File: config.mk
export PLATFORM = sky130hd
export DESIGN_NAME = alu_share_arbiter
export DESIGN_NICKNAME = d
export VERILOG_FILES = /design/src/rtl/alu_share_arbiter.sv
export SDC_FILE = /design/constraint.sdc
export NUM_CORES = 1
export LEC_CHECK = 0
export CORE_ASPECT_RATIO = 0.75
export CORE_MARGIN = 5
export CORE_UTILIZATION = 49
export CTS_CLUSTER_SIZE = 24
export DETAILED_ROUTE_END_ITERATION = 8
export PLACE_DENSITY = 0.83
export SYNTH_ARGS = -nofsm -noshare
export SYNTH_HDL_FRONTEND = slang
export SYNTH_SLANG_ARGS = --single-unit
export TNS_END_PERCENT = 1
File: constraint.sdc
create_clock -name clk -period 2.7 [get_ports clk]
set_input_delay 0.54 -clock clk [delete_from_list [all_inputs] [get_ports clk]]
set_output_delay 0.54 -clock clk [all_outputs]
set_load 0.01 [all_outputs]
File: src/rtl/alu_share_arbiter.sv
// alu_share_arbiter: shares one 32-bit ALU between two requesters.
// A request is granted in IDLE and its operands are registered. The ALU
// result is computed in EXEC. The tagged result is held in RESP until the
// consumer accepts it.
// Ports:
//   clk, reset            clock, asynchronous active-low reset
//   req0/req1             requests, held with operands until granted
//   sel0/sel1, a0/b0/a1/b1  op code and operands per requester
//   gnt0/gnt1             combinational grant (operands captured on that edge)
//   busy                  high whenever the block is not idle
//   res_valid/res_id/res_data  registered result, owner index and data
//   res_ready             consumer accepts the result when res_valid is high
module alu_share_arbiter #(
  parameter bit FIXED_PRIO = 1'b0
) (
  input  logic        clk,
  input  logic        reset,
  input  logic        req0,
  input  logic        req1,
  input  logic [2:0]  sel0,
  input  logic [2:0]  sel1,
  input  logic [31:0] a0,
  input  logic [31:0] b0,
  input  logic [31:0] a1,
  input  logic [31:0] b1,
  output logic        gnt0,
  output logic        gnt1,
  output logic        busy,
  output logic        res_valid,
  output logic        res_id,
  output logic [31:0] res_data,
  input  logic        res_ready
);

  localparam int unsigned DW = 32;
  localparam int unsigned SW = 3;

  typedef enum logic [1:0] {IDLE, EXEC, RESP} state_t;

  state_t        state;
  logic [SW-1:0] op_sel;
  logic [DW-1:0] op_a;
  logic [DW-1:0] op_b;
  logic          last_id;

  logic          any_req;
  logic          win_id;
  logic          grant_ok;
  logic          is_pow2;
  logic [DW-1:0] alu_out;

  // Arbitration: a lone request wins; a tie goes to requester 0 under fixed
  // priority, otherwise to the requester not served last.
  always_comb begin
    any_req = req0 | req1;
    if (req0 && req1) begin
      win_id = FIXED_PRIO ? 1'b0 : ~last_id;
    end else begin
      win_id = req1;
    end
    // Grants are gated by reset so nothing is offered while the block is held.
    grant_ok = reset && (state == IDLE) && any_req;
    gnt0     = grant_ok && !win_id;
    gnt1     = grant_ok && win_id;
  end

  assign busy = (state != IDLE);

  // Internal ALU working from the captured operands.
  always_comb begin
    // Power of two within bits [30:0]: nonzero and a single bit set.
    is_pow2 = !op_a[DW-1] && (op_a != '0) && ((op_a & (op_a - DW'(1))) == '0);
    alu_out = '0;
    case (op_sel)
      3'b000:  alu_out = op_a + op_b;
      3'b001:  alu_out = op_a - op_b;
      3'b010:  alu_out = op_a | op_b;
      3'b011:  alu_out = DW'(op_a == op_b);
      3'b100:  alu_out = op_a & op_b;
      3'b101:  alu_out = DW'(is_pow2);
      default: alu_out = '0;
    endcase
  end

  // Control FSM with registered operands and result.
  always_ff @(posedge clk or negedge reset) begin
    if (!reset) begin
      state     <= IDLE;
      op_sel    <= '0;
      op_a      <= '0;
      op_b      <= '0;
      last_id   <= 1'b1;
      res_valid <= 1'b0;
      res_id    <= 1'b0;
      res_data  <= '0;
    end else begin
      case (state)
        IDLE: begin
          if (any_req) begin
            op_sel  <= win_id ? sel1 : sel0;
            op_a    <= win_id ? a1 : a0;
            op_b    <= win_id ? b1 : b0;
            last_id <= win_id;
            state   <= EXEC;
          end
        end
        EXEC: begin
          res_data  <= alu_out;
          res_id    <= last_id;
          res_valid <= 1'b1;
          state     <= RESP;
        end
        RESP: begin
          if (res_ready) begin
            res_valid <= 1'b0;
            state     <= IDLE;
          end
        end
        default: state <= IDLE;
      endcase
    end
  end

endmodule

==> flow_metrics.tcl, run 1 <==
set metrics [dict create \
    outcome "finished with violations" \
    violations "negative setup slack" \
    ctsRootBufferMaster "clkbuf_16" \
    relSlewSlack_pct 47.6 \
    avgSynthCellArea_sq_um 7.93 \
    finClkSkew_ps 8.55 \
    hold_ws_ps 328 \
    worst_slew_pin_slew_ps 787 \
    seq_area_frac_synth_pct 27.4 \
    dr_wl_met3_um 4170 \
    met2_wirelength_um 16300 \
    synth-edff-count 0 \
    core_sq_um 19200 \
    seq_power_share_pct 12.7 \
    syn-num-nets 1436 \
    topRoutingLayerUsed "met5" \
    dp_hpwl_um 29500 \
    ant_nets 0 \
    rows 44 \
    path_common_cell "inv_1" \
    start_util_pct 49.5 \
    clock_sinks 104 \
    h-tree-depth 3 \
    dieArea_sq_um 22300 \
    path_cells "inv_1 > ha_1 > inv_1 > o31ai_1 > o21ai_0 > buf_4 > o41ai_4 > nand2_1 > a221oi_2 > nand4_1 > o311a_1" \
    p_sw_share_pct 50.1 \
    cts_made_buffers 9 \
    switching_power_mw 11.3 \
    io_buffers 175 \
    antenna_found_initial 3 \
    drive_gt1_share_pct 25.8 \
    fin_nets 1839 \
    io_pins 176 \
    setup.worst_path.end_class "flop" \
    via_per_inst 5.90 \
    synthCells 1200 \
    async_flop_share_pct 100 \
    clk_pin_slew_worst_paths_ps 80 \
    drt-initial-drc-count 1184 \
    grt.overflow.total 0 \
    crit_path_start_kind "flop" \
    gp_congestion 0.981 \
    post-place-ws_ps -413 \
    drv_slew 0 \
    leakage_nw 6.51 \
    cts_tree "built" \
    rsz0062_at_grt "yes" \
    insertion_delay_ps 370 \
    path_max_fanout 4 \
    die_h_um 131 \
    synth-seq-cells 104 \
    first_pass_iters 6 \
    setup_slack_ps -204 \
    drv_cap 0 \
    fmax_mhz 344 \
    num_vias 11000 \
    slowest_stage "o31ai_1" \
    post-route-min-period_ps 2900 \
    wl_met1_um 16700 \
    worstSetupPathType "flop to flop" \
    track_usage_pct 33.5 \
    ys.flop_type "dfrtp_1" \
    max_stage_delay_ps 460 \
    grt_max_degree 69 \
    grt_pass1_vias 10800 \
    ys_warn_count 0 \
    syn_area_sq_um 9510 \
    p_comb_share_pct 81.5 \
    antenna_cells 0 \
    crit_required_ps 2960 \
    synth.distinct_cells 82 \
    syn_to_final_growth_pct 50.6 \
    setup_viol 22 \
    placed_cell_area_sq_um 13400 \
    wl_per_cell_um 20.5 \
    min_path_type "primary input to asynchronous set/reset pin" \
    ir_drop_mv 0.924 \
    grt_pass1_wl_um 58900 \
    pwr-share-clk_pct 5.8 \
    hold_violations 0 \
    wirelength_um 38100 \
    drc 0 \
    intPower_mw 11.3 \
    die_w_um 171 \
    crit_arrival_ps 3160 \
    clock_path_buffers 2 \
    final_core_util_pct 74.6 \
    power_density_nw_per_um2 1580 \
    period_share_pct 108 \
    fin_area_sq_um 14300 \
]
layer usage:
metal / vias up / track usage, %
met2: 612 / 51.6
li1: 5107 / -
met5: - / 0
met4: 2 / 8.90
met3: 80 / 8.93
met1: 5186 / 47.2
cell usage after synthesis, types with 6 or more instances:
cell type	number	area, sq um
a21oi_1	170	851
nor2_1	137	514
dfrtp_1	103	2580
inv_1	97	364
ha_1	95	1190
mux2i_1	71	711
nand2_1	70	263
o21ai_0	56	280
clkbuf_1	55	206
nor3_1	37	185
xnor2_1	23	201
nand3_1	18	90.1
nor4_1	18	113
o31ai_1	18	135
a221oi_1	15	131
a211oi_1	14	105
a21o_1	11	82.6
a31oi_1	11	68.8
o21bai_1	11	82.6
nand4_1	10	62.6
nor2b_1	10	62.6
buf_1	9	33.8
o211ai_1	9	67.6
a22oi_1	8	60.1
o22ai_1	8	50.1
buf_2	7	35.0
o21a_1	6	45.0
o311ai_0	6	52.6
kinds of logic after synthesis:
kind of cell,synth area share [%]
adders and majority gates,13.1
and+or+nand+nor,16.7
DFF,27.4
buffers and inverters,7.05
xor gates and xnor gates,2.39
AOI/OAI and AO/OA,25.8
muxes,7.59
flip-flops by register name (all words and copies together) (netlist names):
| name | count |
|---|---|
| op_a | 32 |
| op_b | 32 |
| res_data | 32 |
| op_sel | 3 |
| state | 2 |
| last_id | 1 |
| res_id | 1 |
| res_valid | 1 |
what timing repair did:
item	in CTS	in global routing
hold buffers	0	0
pin swaps	23	23
setup buffers	12	4
setup endpoints to repair	26	28
resized for setup	64	49
final timing paths:
check / startpoint / endpoint / slack, ps / cells after the start
worst min register to register: res_data[4]$_DFFE_PN0P_ / res_data[4]$_DFFE_PN0P_ / 490 / 1
worst max-delay path: op_a[18]$_DFFE_PN0P_ / res_data[27]$_DFFE_PN0P_ / -200 / 11
worst max register to register: op_a[18]$_DFFE_PN0P_ / res_data[27]$_DFFE_PN0P_ / -200 / 11
min in group clk: res_data[4]$_DFFE_PN0P_ / res_data[4]$_DFFE_PN0P_ / 490 / 1
max in group asynchronous: reset / op_a[14]$_DFFE_PN0P_ / 1820 / 2
worst min-delay path: reset / res_data[3]$_DFFE_PN0P_ / 330 / 2
power groups by stage:
stage	sequential, mW	clock [mW]	combinational (mW)
after CTS	2.83	1.31	17.2
after detailed placement	2.86	0	16.1
after floorplan	3.00	0	8.43
after global placement	2.81	0	15.9
after global routing	2.95	1.38	19.7
final	2.87	1.31	18.4
layout by cell type, fill, tap and decap left out, drive strengths merged, types with 20 or more instances in the layout:
cell           count
a21oi            171
buf              292
clkdlybuf4s50    174
dfrtp            103
ha                95
inv              100
mux2i             71
nand2             73
nor2             138
nor3              37
nor4              20
o21ai             56
xnor2             23
cell type report:
type | instances | area [sq um]
tap | 253 | 317
multi-input combinational | 922 | 6770
clock buffer | 9 | 225
fill | 1414 | 4890
clock inverter | 7 | 55.1
timing repair buffer | 466 | 3970
sequential | 104 | 2610
inverter | 100 | 375
critical path: cells and delay by family, from the launching register on:
family / cells / cell delay [ps]
compound gates: 5 / 1430
flops: 1 / 360
fa+ha+maj: 1 / 370
simple gates: 2 / 280
buf+inv: 3 / 360
stage by stage:
stage	TNS (ps)	std cells	power, mW
3_5_place_dp	-6370	1829	19.0
3_3_place_gp	-4980	1829	18.7
2_1_floorplan	-709	1200	11.4
5_1_grt	-5230	1861	24.0
6_report	-2170	1861	22.6
4_1_cts	-1600	1857	21.3
Note: power is estimated with default switching activity, not from simulation.
==> run 2, diff against run 1 <==
--- a/config.mk
+++ b/config.mk
@@ -5,8 +5,8 @@
 export SDC_FILE = /design/constraint.sdc
 export NUM_CORES = 1
 export LEC_CHECK = 0
+export ABC_CLOCK_PERIOD_IN_PS = 2700
 export CORE_ASPECT_RATIO = 0.75
-export CORE_MARGIN = 5
 export CORE_UTILIZATION = 49
 export CTS_CLUSTER_SIZE = 24
 export DETAILED_ROUTE_END_ITERATION = 8
==> run 2 against run 1 <==
Non-clock buffer count fell by 17. Critical path depth increased by 1. Worst hold slack got worse by 44 ps. The run still ends with negative setup slack left. Global-route usage up 6.4 points. Routed wire length rose by 3.1%. Combinational power about the same. Die area is 11% lower. Fmax shrank 1.8%. Register-to-register slack lost 50 ps. Cell count is 1.2% lower. Utilization increased by 1.6 points. Critical endpoint is now res_data[0]$_DFFE_PN0P_. Highest routed layer is now met4.
==> flow_metrics.tcl, run 2 (same netlist as run 1, synthesis figures left out) <==
set metrics [dict create \
    critPathCapture "res_data[0]$_DFFE_PN0P_" \
    core_sq_um 18700 \
    final_cell_mix "buf_4 (269), clkdlybuf4s50_1 (173), a21oi_1 (160)" \
    reg2reg_from "op_a[3]$_DFFE_PN0P_" \
    antenna_found_initial 0 \
    biggestRegsByFlops "op_a: 32 flops, op_b: 32 flops, res_data: 32 flops" \
    crit_arrival_ps 3220 \
    drv_slew 0 \
    setup_viol 18 \
    insertion_delay_ps 370 \
    antenna_cells 0 \
    rows 43 \
    grt_pass1_wl_um 60600 \
    reg2regPathDepth 12 \
    drt-initial-drc-count 1275 \
    cts_made_buffers 9 \
    use_met2_pct 59.7 \
    fin_cells 1838 \
    die_h_um 123 \
    crit_start "op_a[3]$_DFFE_PN0P_" \
    grt_busiest_layer "met2" \
    die_w_um 163 \
    crit_path_start_kind "flop" \
    min_path_type "primary input to asynchronous set/reset pin" \
    worst_slew_pin_slew_ps 904 \
    worstSetupPathType "flop to flop" \
    post-route-min-period_ps 2960 \
    final_core_util_pct 76.2 \
    violations "negative setup slack" \
    cts_hold_buf 0 \
    drv_cap 0 \
    timing.rr.end "res_data[0]$_DFFE_PN0P_" \
    ir_drop_mv 1.36 \
    use_met3_pct 10.7 \
    dp.cells 1804 \
    syn_to_final_growth_pct 49.9 \
    intPower_mw 11.0 \
    io_buffers 175 \
    io_pins 176 \
    dp_hpwl_um 29400 \
    finalSetupTns_ps -1870 \
    final_common_cell "buf_4" \
    grt_pass1_vias 10800 \
    path_max_fanout 4 \
    fin_area_sq_um 14300 \
    grt_max_degree 78 \
    grt_util_met1_pct 55.2 \
    leakage_nw 6.43 \
    hold_violations 0 \
    finClkSkew_ps 15.9 \
    setup_slack_ps -259 \
    placed_cell_area_sq_um 13300 \
    nFillCells 1319 \
    wl_per_cell_um 21.4 \
    cts_tree "built" \
    dieArea_sq_um 20000 \
    fmax_mhz 338 \
    clock_path_buffers 2 \
    grt.overflow.total 0 \
    setup.worst_path.end_class "flop" \
    p_comb_share_pct 81.3 \
    seq_power_share_pct 13.0 \
    period_share_pct 110 \
    num_vias 11100 \
    outcome "finished with violations" \
    rsz0062_at_grt "yes" \
    finalPower_mw 22.4 \
    drc 0 \
    power_density_nw_per_um2 1570 \
    first_pass_iters 6 \
    clk_pin_slew_worst_paths_ps 80 \
    clock_sinks 104 \
    pwr-share-clk_pct 5.8 \
    via_per_inst 6.06 \
    r2r_setup_slack_ps -260 \
    fin_nets 1822 \
    wirelength_um 39300 \
    drive_gt1_share_pct 25.6 \
    p_sw_share_pct 50.8 \
    ant_nets 0 \
    track_usage_pct 39.9 \
    relSlewSlack_pct 39.7 \
    gp_congestion 0.992 \
    crit_required_ps 2960 \
    ctsRootBufferMaster "clkbuf_16" \
    start_util_pct 50.8 \
    switching_power_mw 11.4 \
    h-tree-depth 3 \
]
==> run 2: per-stage QoR <==
stage	hold WS (ps)	setup slack [ps]
5_1_grt	334	-295
3_3_place_gp	463	-346
6_report	284	-259
3_5_place_dp	468	-450
2_1_floorplan	244	-134
4_1_cts	299	-158
==> run 2: power groups by stage <==
stage / sequential, mW / clock, mW / combinational, mW
2_1_floorplan: 3.00 / 0 / 8.43
3_3_place_gp: 2.82 / 0 / 15.6
3_5_place_dp: 2.87 / 0 / 15.8
4_1_cts: 2.84 / 1.30 / 17.2
5_1_grt: 2.96 / 1.35 / 19.4
6_report: 2.90 / 1.30 / 18.2
==> run 2: how the worst min path moves through the flow <==
stage / slack (ps) / start / cells past startpoint / endpoint
after global routing: 330 / reset / 2 / res_id$_DFFE_PN0P_
after CTS: 300 / reset / 2 / res_id$_DFFE_PN0P_
after floorplan: 240 / reset / 0 / op_a[0]$_DFFE_PN0P_
after detailed placement: 470 / res_id$_DFFE_PN0P_ / 2 / res_id$_DFFE_PN0P_
after global placement: 460 / res_data[1]$_DFFE_PN0P_ / 2 / res_data[1]$_DFFE_PN0P_
final: 280 / reset / 2 / res_valid$_DFFE_PN0P_
==> run 2: timing repair <==
| action | CTS | global route |
|---|---|---|
| pin swaps | 29 | 10 |
| cloned | 0 | 0 |
| buffers inserted | 16 | 2 |
| setup endpoints to repair | 26 | 25 |
| endpoints found under the hold margin | 0 | 0 |
| resized for setup | 97 | 30 |
==> run 2: area by class of cell <==
cell class	count	area [sq um]	area share (%)
Timing Repair Buffer	449	3860	27.1
Inverter	100	375	2.63
Sequential cell	104	2610	18.3
Clock buffer	12	236	1.66
Clock inverter	4	32.5	0.228
Tap cell	247	309	2.17
Multi-Input combinational cell	922	6840	48.0
==> run 2: routing by layer <==
metal / vias up / part of all wire, %
met1: 5253 / 44
met4: 0 / 3.5
met2: 676 / 42
li1: 5078 / -
met5: - / 0
met3: 124 / 11
==> run 2: critical path, stage by stage, from the launching register on <==
cell and delay, ps:
dfrtp_1 390, buf_4 150, or4_4 530, buf_6 160, nor4_4 120, buf_4 180
nand4_1 270, a21oi_2 280, a21oi_1 80, o21ai_1 150, a21oi_1 100, o32a_1 230
o31ai_2 220
